--- config.mk ---
export PLATFORM = sky130hd
export DESIGN_NAME = ultra_fetch_flat
export DESIGN_NICKNAME = d
export VERILOG_FILES = /design/src/rtl/ultra_fetch_if.sv /design/src/rtl/ultra_fetch.sv /design/src/flat_wrapper.sv
export SDC_FILE = /design/constraint.sdc
export NUM_CORES = 1
export LEC_CHECK = 0
export ABC_CLOCK_PERIOD_IN_PS = 4100
export CORE_ASPECT_RATIO = 1.4
export CORE_UTILIZATION = 52
export DETAILED_ROUTE_END_ITERATION = 8
export PLACE_DENSITY = 0.92
export SLEW_MARGIN = 40
export SYNTH_ARGS = -nofsm -noshare
export SYNTH_HDL_FRONTEND = slang
export SYNTH_SLANG_ARGS = --single-unit
--- constraint.sdc ---
create_clock -name clock -period 4.1 [get_ports clock]
set_clock_uncertainty 0.1 [all_clocks]
set_input_delay 1.23 -clock clock [delete_from_list [all_inputs] [get_ports clock]]
set_output_delay 1.23 -clock clock [all_outputs]
set_load 0.05 [all_outputs]
--- src/rtl/ultra_fetch_if.sv ---
// Fetch-stage bus: memory read port, instruction hand-off to decode, and
// control from execute.
interface ultra_fetch_if #(
   parameter int ADDR_W = 10
);
   logic              run;
   logic              mem_rd;
   logic [ADDR_W-1:0] mem_addr;
   logic [7:0]        mem_rdata;
   logic [15:0]       ir_data;
   logic [ADDR_W-1:0] ir_pc;
   logic              ir_valid;
   logic              ir_ready;
   logic              redirect;
   logic [ADDR_W-1:0] redirect_pc;
   logic              halt;
   logic              halted;

   modport master (
      input  run, mem_rdata, ir_ready, redirect, redirect_pc, halt,
      output mem_rd, mem_addr, ir_data, ir_pc, ir_valid, halted
   );

   modport slave (
      output run, mem_rdata, ir_ready, redirect, redirect_pc, halt,
      input  mem_rd, mem_addr, ir_data, ir_pc, ir_valid, halted
   );
endinterface

--- src/rtl/ultra_fetch.sv ---
// Instruction fetch for the 16-bit ultra CPU: two byte reads (high byte first)
// assembled big-endian, handed to decode over valid/ready; owns the PC.
module ultra_fetch #(
   parameter int ADDR_W   = 10,
   parameter int START_PC = 20
) (
   input logic           clock,
   input logic           reset,
   ultra_fetch_if.master bus
);
   typedef enum logic [2:0] {
      IDLE,
      REQ_HI,
      REQ_LO,
      WAIT_LO,
      VALID,
      STOP
   } state_t;

   state_t            state, state_next;
   logic [ADDR_W-1:0] pc, pc_next;
   logic [7:0]        hi, hi_next;
   logic [15:0]       ir_data, ir_data_next;
   logic [ADDR_W-1:0] ir_pc, ir_pc_next;
   logic              ir_valid, ir_valid_next;
   logic              halted, halted_next;
   logic              mem_rd;
   logic [ADDR_W-1:0] mem_addr;

   always_comb begin
      // NOTE: every output gets a default first so no path leaves a latch.
      state_next    = state;
      pc_next       = pc;
      hi_next       = hi;
      ir_data_next  = ir_data;
      ir_pc_next    = ir_pc;
      ir_valid_next = ir_valid;
      halted_next   = halted;
      mem_rd        = 1'b0;
      mem_addr      = '0;

      case (state)
         REQ_HI: begin
            mem_rd   = 1'b1;
            mem_addr = pc;
         end
         REQ_LO: begin
            mem_rd   = 1'b1;
            mem_addr = pc + ADDR_W'(1);
         end
         default: ;
      endcase

      // Priority: halt over redirect over the normal fetch sequence.
      if (bus.halt) begin
         state_next    = STOP;
         ir_valid_next = 1'b0;
         halted_next   = 1'b1;
      end else if (bus.redirect) begin
         pc_next       = bus.redirect_pc;
         ir_valid_next = 1'b0;
         halted_next   = 1'b0;
         state_next    = bus.run ? REQ_HI : IDLE;
      end else begin
         case (state)
            IDLE: begin
               if (bus.run) state_next = REQ_HI;
            end
            REQ_HI: state_next = REQ_LO;
            REQ_LO: begin
               hi_next    = bus.mem_rdata;
               state_next = WAIT_LO;
            end
            WAIT_LO: begin
               ir_data_next  = {hi, bus.mem_rdata};
               ir_pc_next    = pc;
               ir_valid_next = 1'b1;
               state_next    = VALID;
            end
            VALID: begin
               if (ir_valid && bus.ir_ready) begin
                  ir_valid_next = 1'b0;
                  pc_next       = pc + ADDR_W'(2);
                  state_next    = bus.run ? REQ_HI : IDLE;
               end
            end
            STOP:    state_next = STOP;
            default: state_next = IDLE;
         endcase
      end
   end

   always_ff @(posedge clock) begin
      // NOTE: sequential state uses non-blocking assignments only.
      if (reset) begin
         state    <= IDLE;
         pc       <= ADDR_W'(START_PC);
         hi       <= '0;
         ir_data  <= '0;
         ir_pc    <= '0;
         ir_valid <= 1'b0;
         halted   <= 1'b0;
      end else begin
         state    <= state_next;
         pc       <= pc_next;
         hi       <= hi_next;
         ir_data  <= ir_data_next;
         ir_pc    <= ir_pc_next;
         ir_valid <= ir_valid_next;
         halted   <= halted_next;
      end
   end

   assign bus.mem_rd   = mem_rd;
   assign bus.mem_addr = mem_addr;
   assign bus.ir_data  = ir_data;
   assign bus.ir_pc    = ir_pc;
   assign bus.ir_valid = ir_valid;
   assign bus.halted   = halted;
endmodule

--- src/flat_wrapper.sv ---
// flat-port wrapper written by rule: the top's interface ports become plain ports
module ultra_fetch_flat 
#(
   parameter int ADDR_W   = 10,
   parameter int START_PC = 20
)
  (clock, reset, bus_run, bus_mem_rdata, bus_ir_ready, bus_redirect, bus_redirect_pc, bus_halt, bus_mem_rd, bus_mem_addr, bus_ir_data, bus_ir_pc, bus_ir_valid, bus_halted);
  ultra_fetch_if #(.ADDR_W(ADDR_W)) bus_i ();
  input logic clock;
  input logic reset;
  input wire logic [$bits(bus_i.run)-1:0] bus_run;
  input wire logic [$bits(bus_i.mem_rdata)-1:0] bus_mem_rdata;
  input wire logic [$bits(bus_i.ir_ready)-1:0] bus_ir_ready;
  input wire logic [$bits(bus_i.redirect)-1:0] bus_redirect;
  input wire logic [$bits(bus_i.redirect_pc)-1:0] bus_redirect_pc;
  input wire logic [$bits(bus_i.halt)-1:0] bus_halt;
  output wire logic [$bits(bus_i.mem_rd)-1:0] bus_mem_rd;
  output wire logic [$bits(bus_i.mem_addr)-1:0] bus_mem_addr;
  output wire logic [$bits(bus_i.ir_data)-1:0] bus_ir_data;
  output wire logic [$bits(bus_i.ir_pc)-1:0] bus_ir_pc;
  output wire logic [$bits(bus_i.ir_valid)-1:0] bus_ir_valid;
  output wire logic [$bits(bus_i.halted)-1:0] bus_halted;
  assign bus_i.run = bus_run;
  assign bus_i.mem_rdata = bus_mem_rdata;
  assign bus_i.ir_ready = bus_ir_ready;
  assign bus_i.redirect = bus_redirect;
  assign bus_i.redirect_pc = bus_redirect_pc;
  assign bus_i.halt = bus_halt;
  assign bus_mem_rd = bus_i.mem_rd;
  assign bus_mem_addr = bus_i.mem_addr;
  assign bus_ir_data = bus_i.ir_data;
  assign bus_ir_pc = bus_i.ir_pc;
  assign bus_ir_valid = bus_i.ir_valid;
  assign bus_halted = bus_i.halted;
  ultra_fetch #(.ADDR_W(ADDR_W), .START_PC(START_PC)) u_core (.clock(clock), .reset(reset), .bus(bus_i));
endmodule
== Yosys cells after proc, flatten, opt, wreduce, memory -nomap -nowiden ==
Index checks and enable logic that the tools add are counted.
Widths: inputs -> output; s select.

* Add/subtract/negate cells: 2
* Multiply operators: 0
* Divide/modulo/power cells: 0
* $lt $le $gt $ge: 0
* Equality and inequality tests: 10
* Shifts and indexed selects: 0
* Mux-type cells: 15
* Bitwise operators: 2
* Reductions and logical operators: 15

{| class="wikitable"
|+ Operators by type and width
! operator !! number
|-
| $mux 10 || 3
|-
| $pmux 10 s2 || 1
|-
| $pmux 3 s6 || 1
|-
| $mux 3 || 4
|-
| $add 10x1->10 const B || 1
|-
| $add 10x2->10 const B || 1
|-
| $reduce_and 3->1 || 3
|-
| $reduce_bool 2->1 || 4
|-
| $eq 3x2->1 const B || 2
|-
| $eq 3x3->1 const B || 2
|-
| $reduce_and 2->1 || 3
|-
| $mux 1 || 5
|-
| $ne 4x3->1 const B || 1
|-
| $ne 4x4->1 const B || 1
|-
| $reduce_or 2->1 || 2
|-
| $eq 3x1->1 const B || 1
|-
| $logic_not 3->1 || 1
|-
| $ne 3x2->1 const B || 1
|-
| $ne 3x3->1 const B || 1
|-
| $reduce_or 3->1 || 1
|-
| $ne 2x1->1 const B || 1
|-
| $not 1->1 || 2
|-
| $pmux 1 s2 || 1
|-
| $logic_and 1x1->1 || 1
|}

* Register bits: 49
* Latch bits: 0
* Bits in writable memories: 0
* Bits in read-only memories: 0
* Bits of input ports: 24
* Output and inout port bits: 39
* Logic and storage cells: 52
* Memories kept: 0

== Longest topological paths before layout ==
Gate-level depths: netlist of the first run.

* Depth in word-level cells: 5
* Mapped depth: 7
* Gate-level depth less buffers: 5

== Worst setup path before layout of the first run ==
OpenSTA, ideal clock, no wires.

* Path type: register to output
* Start: register u_core.pc[1]
* End: output bus_mem_addr[9]
* Arrival time: 2.141 ns
* Data required time: 2.770 ns
* Path slack: 0.629 ns
* Stages on the path, launching flop included: 6
* Path buffers: 0
* Cell sequence: dfxtp_1 > ha_1 > nand2_1 > nor3_1 > xnor2_1 > o21ai_0

* Word-level cells in the longest chain between the ends: 2

{| class="wikitable"
|+ Ends and longest elaborated chain
! what !! RTL line !! source
|-
| from (decl) || ultra_fetch.sv:21 || <nowiki>logic [ADDR_W-1:0] pc, pc_next;</nowiki>
|-
| from (signal assigned) || ultra_fetch.sv:97 || <nowiki>pc <= ADDR_W'(START_PC);</nowiki>
|-
| from (signal assigned) || ultra_fetch.sv:105 || <nowiki>pc <= pc_next;</nowiki>
|-
| $add 10x1->10 || ultra_fetch.sv:49 || <nowiki>mem_addr = pc + ADDR_W'(1);</nowiki>
|-
| $pmux 10 s2 || ultra_fetch.sv:42 || <nowiki>case (state)</nowiki>
|-
| to (decl) || flat_wrapper.sv:18 || <nowiki>output wire logic [$bits(bus_i.mem_addr)-1:0] bus_mem_addr;</nowiki>
|}

No other way between the ends.

== Final worst setup path of the first run ==
* Start: register u_core.state[1]
* End: output bus_mem_addr[7]

* Word-level cells in the longest chain between the ends: 2
* Elaborated cells on any way between the ends: 3
* Those cells by class: eq/ne (2); mux (1)

{| class="wikitable"
|+ Ends and longest elaborated chain
! what !! RTL line !! source
|-
| from (decl) || ultra_fetch.sv:20 || <nowiki>state_t state, state_next;</nowiki>
|-
| from (signal assigned) || ultra_fetch.sv:104 || <nowiki>state <= state_next;</nowiki>
|-
| $eq 3x2->1 or $eq 3x1->1 (tied branches) || ultra_fetch.sv:42 ||
|-
| $pmux 10 s2 (*) || ultra_fetch.sv:42 ||
|}

Every way passes the cells marked *; elsewhere a longest branch is shown, timed or not.

==> metrics, run 1 <==
num ports between 60 and 70; setup slack after layout 0.0994 ns; outcome complete, no violations; Register Area between 900 and 1000 sq um; CP required about 2.8 ns; first-pass detailed-route iteration total 4; Congestion Overflow GR 0; Synth Net Count ~340; Hold Fails Final Rpt 0; Mapped Cells around 310; Antenna diodes 0; Post-Layout Cell Count around 420; EDFF count, synth 0; post-DP HPWL roughly 4.3 mm; CTS H-tree depth 2; TritonCTS buffer count 5; crit path time final approximately 4 ns; Hold WS 0.357 ns; multi-input logic area 1220 sq um; nature of the critical path startpoint flop; Post-CTS Setup Bufs 0; Layout area overhead 32.0%; TritonCTS clock tree done; DRC violations left 0; Max Slew Vio Count 0; DP Cell Count 415; crit-path max cell delay 0.80 ns; share of post-route cells with drive strength above 1 approximately 5.2%; number of setup violations in the final report 0; Syn Area/Cell ~7.5 sq um; DR iter-0 viols 151; vias in the first global route 2222; Bufs on Longest Clock Path 2; Die Span Y approximately 81 um; die width ~59 um; critical path depth 5; Cell Chain, Critical Path or3b_1, a41oi_1, o21ai_0, nand2_1, clkdlybuf4s50_1; arrival time at the worst endpoint between 2 and 3 ns; Pwr Density 316 nW/um^2; Clock Pin Slew Worst Setup and Hold Paths about 0.090 ns; total wire length just over 6 mm; Post-synth top flop dfxtp_1; vias per cell around 5.8; core area 4270 sq um; initial antenna violation count 0; Design Area, Final slightly above 3000 sq um; highest clock rate about 250 MHz; hold buffer count at CTS 0; Post-layout nets 388; flop and latch count out of synthesis 49; mapped cell area 2330 sq um; Slew headroom around 59%; Buf+Inv Stages, Crit Path 1; Post-DP Area around 2900 sq um; YS warnings 0; Detail Route Antenna Nets 0; Core Util, Final a little under three quarters; Leak between 1 and 1.5 nW; row count 28; Sink Count 49; total power draw approximately 1 mW; Async S/R FF share, synth 0%; CP max FO 12; drt wl/cell about 14 um; maximum vdd drop 0.192 mV; fillers approximately 360; Die ar. between 4000 and 5000 sq um; Hold Path Stages 2; WS Path Type flop to primary output; Clk Latency, worst-skew pair 0.30 ns; largest net degree at the start of global routing 27; Worst Tran Pin Value 0.612 ns; GRT Util Overall 26.6%; max cap viols 0; commonest non-fill, non-tap cell in the layout nand2_1; sequential element share of the synthesized area between 40 and 50%; worst reg-to-reg path cell count 4; Crit path max-delay family buffers and inverters; PortBufs 62; Initial Util a little over half; pre-CTS setup slack around 0.47 ns; setup TNS 0 ns; Yosys cell types 44; PostCTS Resize Cnt 0; fin crit share 97.6%; hold crit path type flop to flop; Final GP Congestion 0.899; CP endpoint kind primary output; global-route wire length before repair 9.80 mm; root buf cell clkbuf_8; Crit-path slowest cell clkdlybuf4s50_1; RSZ-0062 raised after global routing no; via count between 2000 and 2500; most frequent cells in the layout nand2_1, clkdlybuf4s50_1, a21oi_1
==> worst paths after layout <==
| check | slack, ns | to | start |
|---|---|---|---|
| worst min register to register | 0.36 | u_core.bus.ir_data[6] | u_core.bus.ir_data[6] |
| worst min-delay path | 0.36 | u_core.bus.ir_data[6] | u_core.bus.ir_data[6] |
| worst max-delay path | 0.1 | bus_mem_addr[7] | u_core.state[1] |
| worst max register to register | 2.20 | u_core.hi[4] | u_core.state[1] |
==> sequential cells by signal, summed over array words and instances (netlist names) <==
signal and flops:
u_core.bus.halted 1, u_core.bus.ir_data 16, u_core.bus.ir_pc 10, u_core.bus.ir_valid 1, u_core.hi 8, u_core.pc 10, u_core.state 3
==> power by group <==
group,internal (mW),total (mW),switching (mW)
sequential,0.483,0.497,0.0145
clock,0.198,0.360,0.162
combinational,0.0498,0.115,0.0656
total,0.731,0.973,0.242
==> layer usage <==
metal,share of wire [%],vias to the layer above,GRT usage (%)
met4,1.6,0,10.7
met1,41,1149,30.6
met5,0,-,0
li1,-,1162,-
met2,52,117,47.5
met3,6.1,15,5.10
==> logic make-up (layout without fill, tap and decap cells) <==
kind of cell / Yosys count / count (layout) / share of synthesized area (%)
buffers and inverters: 25 / 79 / 5.80
AOI/OAI and AO/OA: 87 / 87 / 21.5
and+or+nand+nor: 145 / 145 / 29.1
adders and majority gates: 2 / 2 / 1.07
DFF: 49 / 49 / 42.1
xor gates and xnor gates: 1 / 1 / 0.376
==> tightest hold or removal path, delay by kind of cell, from the launching register on <==
| family | cells | cell delay, ns |
|---|---|---|
| AOI/OAI and AO/OA | 1 | 0.05 |
| and+or+nand+nor | 1 | 0.05 |
| DFF | 1 | 0.32 |
==> synth_stat cells (2+ instances only) <==
library cell | n | area (sq um)
nand2_1 | 88 | 330
a21oi_1 | 50 | 250
dfxtp_1 | 49 | 981
nor2_1 | 16 | 60.1
o21ai_0 | 15 | 75.1
buf_2 | 9 | 45.0
nand3_1 | 9 | 45.0
clkbuf_1 | 7 | 26.3
a31oi_1 | 5 | 31.3
and3_1 | 4 | 25.0
nand2b_1 | 4 | 25.0
nor3_1 | 4 | 20.0
buf_6 | 3 | 33.8
inv_1 | 3 | 11.3
o31ai_1 | 3 | 22.5
a21o_1 | 2 | 15.0
and2b_1 | 2 | 15.0
buf_4 | 2 | 15.0
ha_1 | 2 | 25.0
nand3b_1 | 2 | 15.0
nor2b_1 | 2 | 12.5
nor3b_2 | 2 | 25.0
nor4b_1 | 2 | 17.5
o21bai_1 | 2 | 15.0
o221ai_1 | 2 | 17.5
or3_1 | 2 | 12.5
==> layout make-up <==
class                           instances  share of cell area [%]
Multi-Input combinational cell        235                    39.7
Sequential cell                        49                    31.9
Clock buffer                            6                    2.69
Inverter                                3                   0.366
Tap cell                               60                    2.44
Clock inverter                          2                    1.22
Timing Repair Buffer                   68                    21.7
Note: power is estimated with default switching activity, not from simulation.
==> inputs of run 2 (changes only) <==
- CORE_ASPECT_RATIO: 1.4 -> 1.1
- PLACE_DENSITY: 0.92 -> 0.93
==> run 2 against run 1 <==
The run now ends with DRC left; sequential share of layout area rose by 0.31 points; largest cell class unchanged; clock-buffer cell count fell by 1; largest power group unchanged; die area barely moved; clock power fell by 18%; global-route usage rose by 0.19 points; core utilization fell by 0.89 points; via count fell by 1.1%; combinational power barely moved; hold slack improved by 0.0016 ns; critical endpoint is now bus_mem_addr[3]; wire length fell by 0.50%; cell area fell by 0.98%; sequential cell count did not move.
==> metrics, run 2 (synthesis gave the netlist of run 1 again) <==
outcome finished, violations left; failing checks DRC; initial antenna violation count 0 (unchanged); nature of the critical path startpoint flop; CP required 2.77 ns (about the same); RSZ-0062 raised after global routing no; DP Cell Count 410 (-1.2%); total wire length 6.03 mm (-0.50%); Die Span Y 72.2 um (-11%); crit path time final 3.92 ns (-0.0789 ns); Congestion Overflow GR 0 (unchanged); die width 65.8 um (+12%); Worst Tran Pin Value 0.673 ns (+0.0611 ns); Clk Latency, worst-skew pair 0.31 ns (about the same); arrival time at the worst endpoint 2.59 ns (-0.08 ns); drt wl/cell 14.4 um (+0.69%); DR iter-0 viols 304 (+100%); number of setup violations in the final report 0 (unchanged); Sink Count 49 (unchanged); HP Start u_core.bus.ir_pc[0]; Detail Route Antenna Nets 0 (unchanged); total power draw 0.904 mW (-7.0%); row count 25 (-11%); highest clock rate 255 MHz (+2.0%); maximum vdd drop 0.286 mV (+49%); num ports 63 (unchanged); Post-CTS Setup Bufs 0 (unchanged); Post-layout nets 389 (+0.26%); worst reg-to-reg path cell count 4 (unchanged); most frequent cells in the layout nand2_1, clkdlybuf4s50_1, a21oi_1; R2R Path End u_core.hi[6]; Max Slew Vio Count 0 (unchanged); vias in the first global route 2218 (-0.18%); max reg flops 16 (unchanged); max cap viols 0 (unchanged); WS Path Type flop to primary output; CP max FO 12 (unchanged); root buf cell clkbuf_8; DRC violations left 2 (+2); TritonCTS buffer count 5 (unchanged); TritonCTS clock tree done; Bufs on Longest Clock Path 2 (unchanged); flop2flop setup slack 2.27 ns (+0.07 ns); Largest Register u_core.bus.ir_data; Hold Path Stages 2 (unchanged); vias per cell 5.78 (+0.12%); Antenna diodes 0 (unchanged); Clock Pin Slew Worst Setup and Hold Paths 0.10 ns (about the same); post-DP HPWL 4.30 mm (-1.1%); PortBufs 62 (unchanged); setup TNS 0 ns (unchanged); Pwr Density 297 nW/um^2 (-6.1%); WHS Endpoint u_core.bus.ir_pc[0]; commonest non-fill, non-tap cell in the layout nand2_1; largest net degree at the start of global routing 34 (+26%); CP endpoint kind primary output; Layout area overhead 30.7%; largest registers u_core.bus.ir_data (16), u_core.bus.ir_pc (10), u_core.pc (10); Final GP Congestion 0.905 (+0.65%); GRT Util Overall 26.7% (+0.19 points); Reg2Reg Launch Point u_core.state[1]; hold crit path type flop to flop; global-route wire length before repair 9.86 mm (+0.57%); share of post-route cells with drive strength above 1 5.49% (+0.26 points); Hold Fails Final Rpt 0 (unchanged); via count 2417 (-1.1%); Die ar. 4750 sq um (about the same); fin crit share 95.7% (-1.9 points); Post-Layout Cell Count 418 (-1.2%); CTS H-tree depth 2 (unchanged); Leak 1.09 nW (+3.1%); first-pass detailed-route iteration total 7 (+3); core area 4290 sq um (+0.26%); Slew headroom 55.0% (-4.2 points); Initial Util 54.4% (-0.14 points)
## run 2: what timing repair did
item | 4_1_cts | 5_1_grt
gates resized for setup | 0 | 3
hold buffers | 0 | 0
setup endpoints to repair | 0 | 3
## run 2: worst max-delay path by stage
stage | start | to | depth (start not counted)
final | u_core.state[1] | bus_mem_addr[3] | 5
after global routing | u_core.state[1] | bus_mem_addr[3] | 5
after CTS | u_core.state[1] | bus_mem_addr[7] | 5
after detailed placement | u_core.state[1] | bus_mem_addr[7] | 5
after global placement | u_core.state[1] | bus_mem_addr[7] | 5
after floorplan | u_core.pc[1] | bus_mem_addr[9] | 5
## run 2: power breakdown
| part | internal [mW] | switching [mW] |
|---|---|---|
| combinational | 0.0497 | 0.0654 |
| sequential | 0.483 | 0.0126 |
| clock | 0.121 | 0.172 |
## run 2: final cells by class
| type | instances | area (sq um) |
|---|---|---|
| clock buffers | 5 | 68.8 |
| clock inverters | 3 | 22.5 |
| well taps | 54 | 67.6 |
| inverters | 3 | 11.3 |
| flip-flops and latches | 49 | 981 |
| multi-input cells | 235 | 1210 |
| repair buffers | 69 | 681 |
| fillers | 339 | 1240 |
## run 2: stage by stage
stage	hold WS [ns]	util [%]	worst slack (ns)	instance area (sq um)
after floorplan	0.332	-	0.629	2330
after global placement	0.338	68.8	0.500	2950
after detailed placement	0.345	68.8	0.479	2950
after CTS	0.359	70.9	0.138	3040
after global routing	0.371	71.1	0.0141	3050
final	0.359	71.1	0.178	3050
## run 2: metal layers
metal	routed length (um)	GRT usage, %	vias to the layer above
met5	0	0	-
li1	-	-	1168
met1	2450	31.6	1138
met3	393	6.29	15
met2	3060	46.0	96
met4	120	10.9	0
## run 2: worst max-delay path, stage by stage (launching register included)
cell,delay [ns]
dfxtp_1,0.53
or3b_1,0.56
a21oi_1,0.17
o21ai_0,0.08
o21ai_0,0.11
clkdlybuf4s50_1,0.84
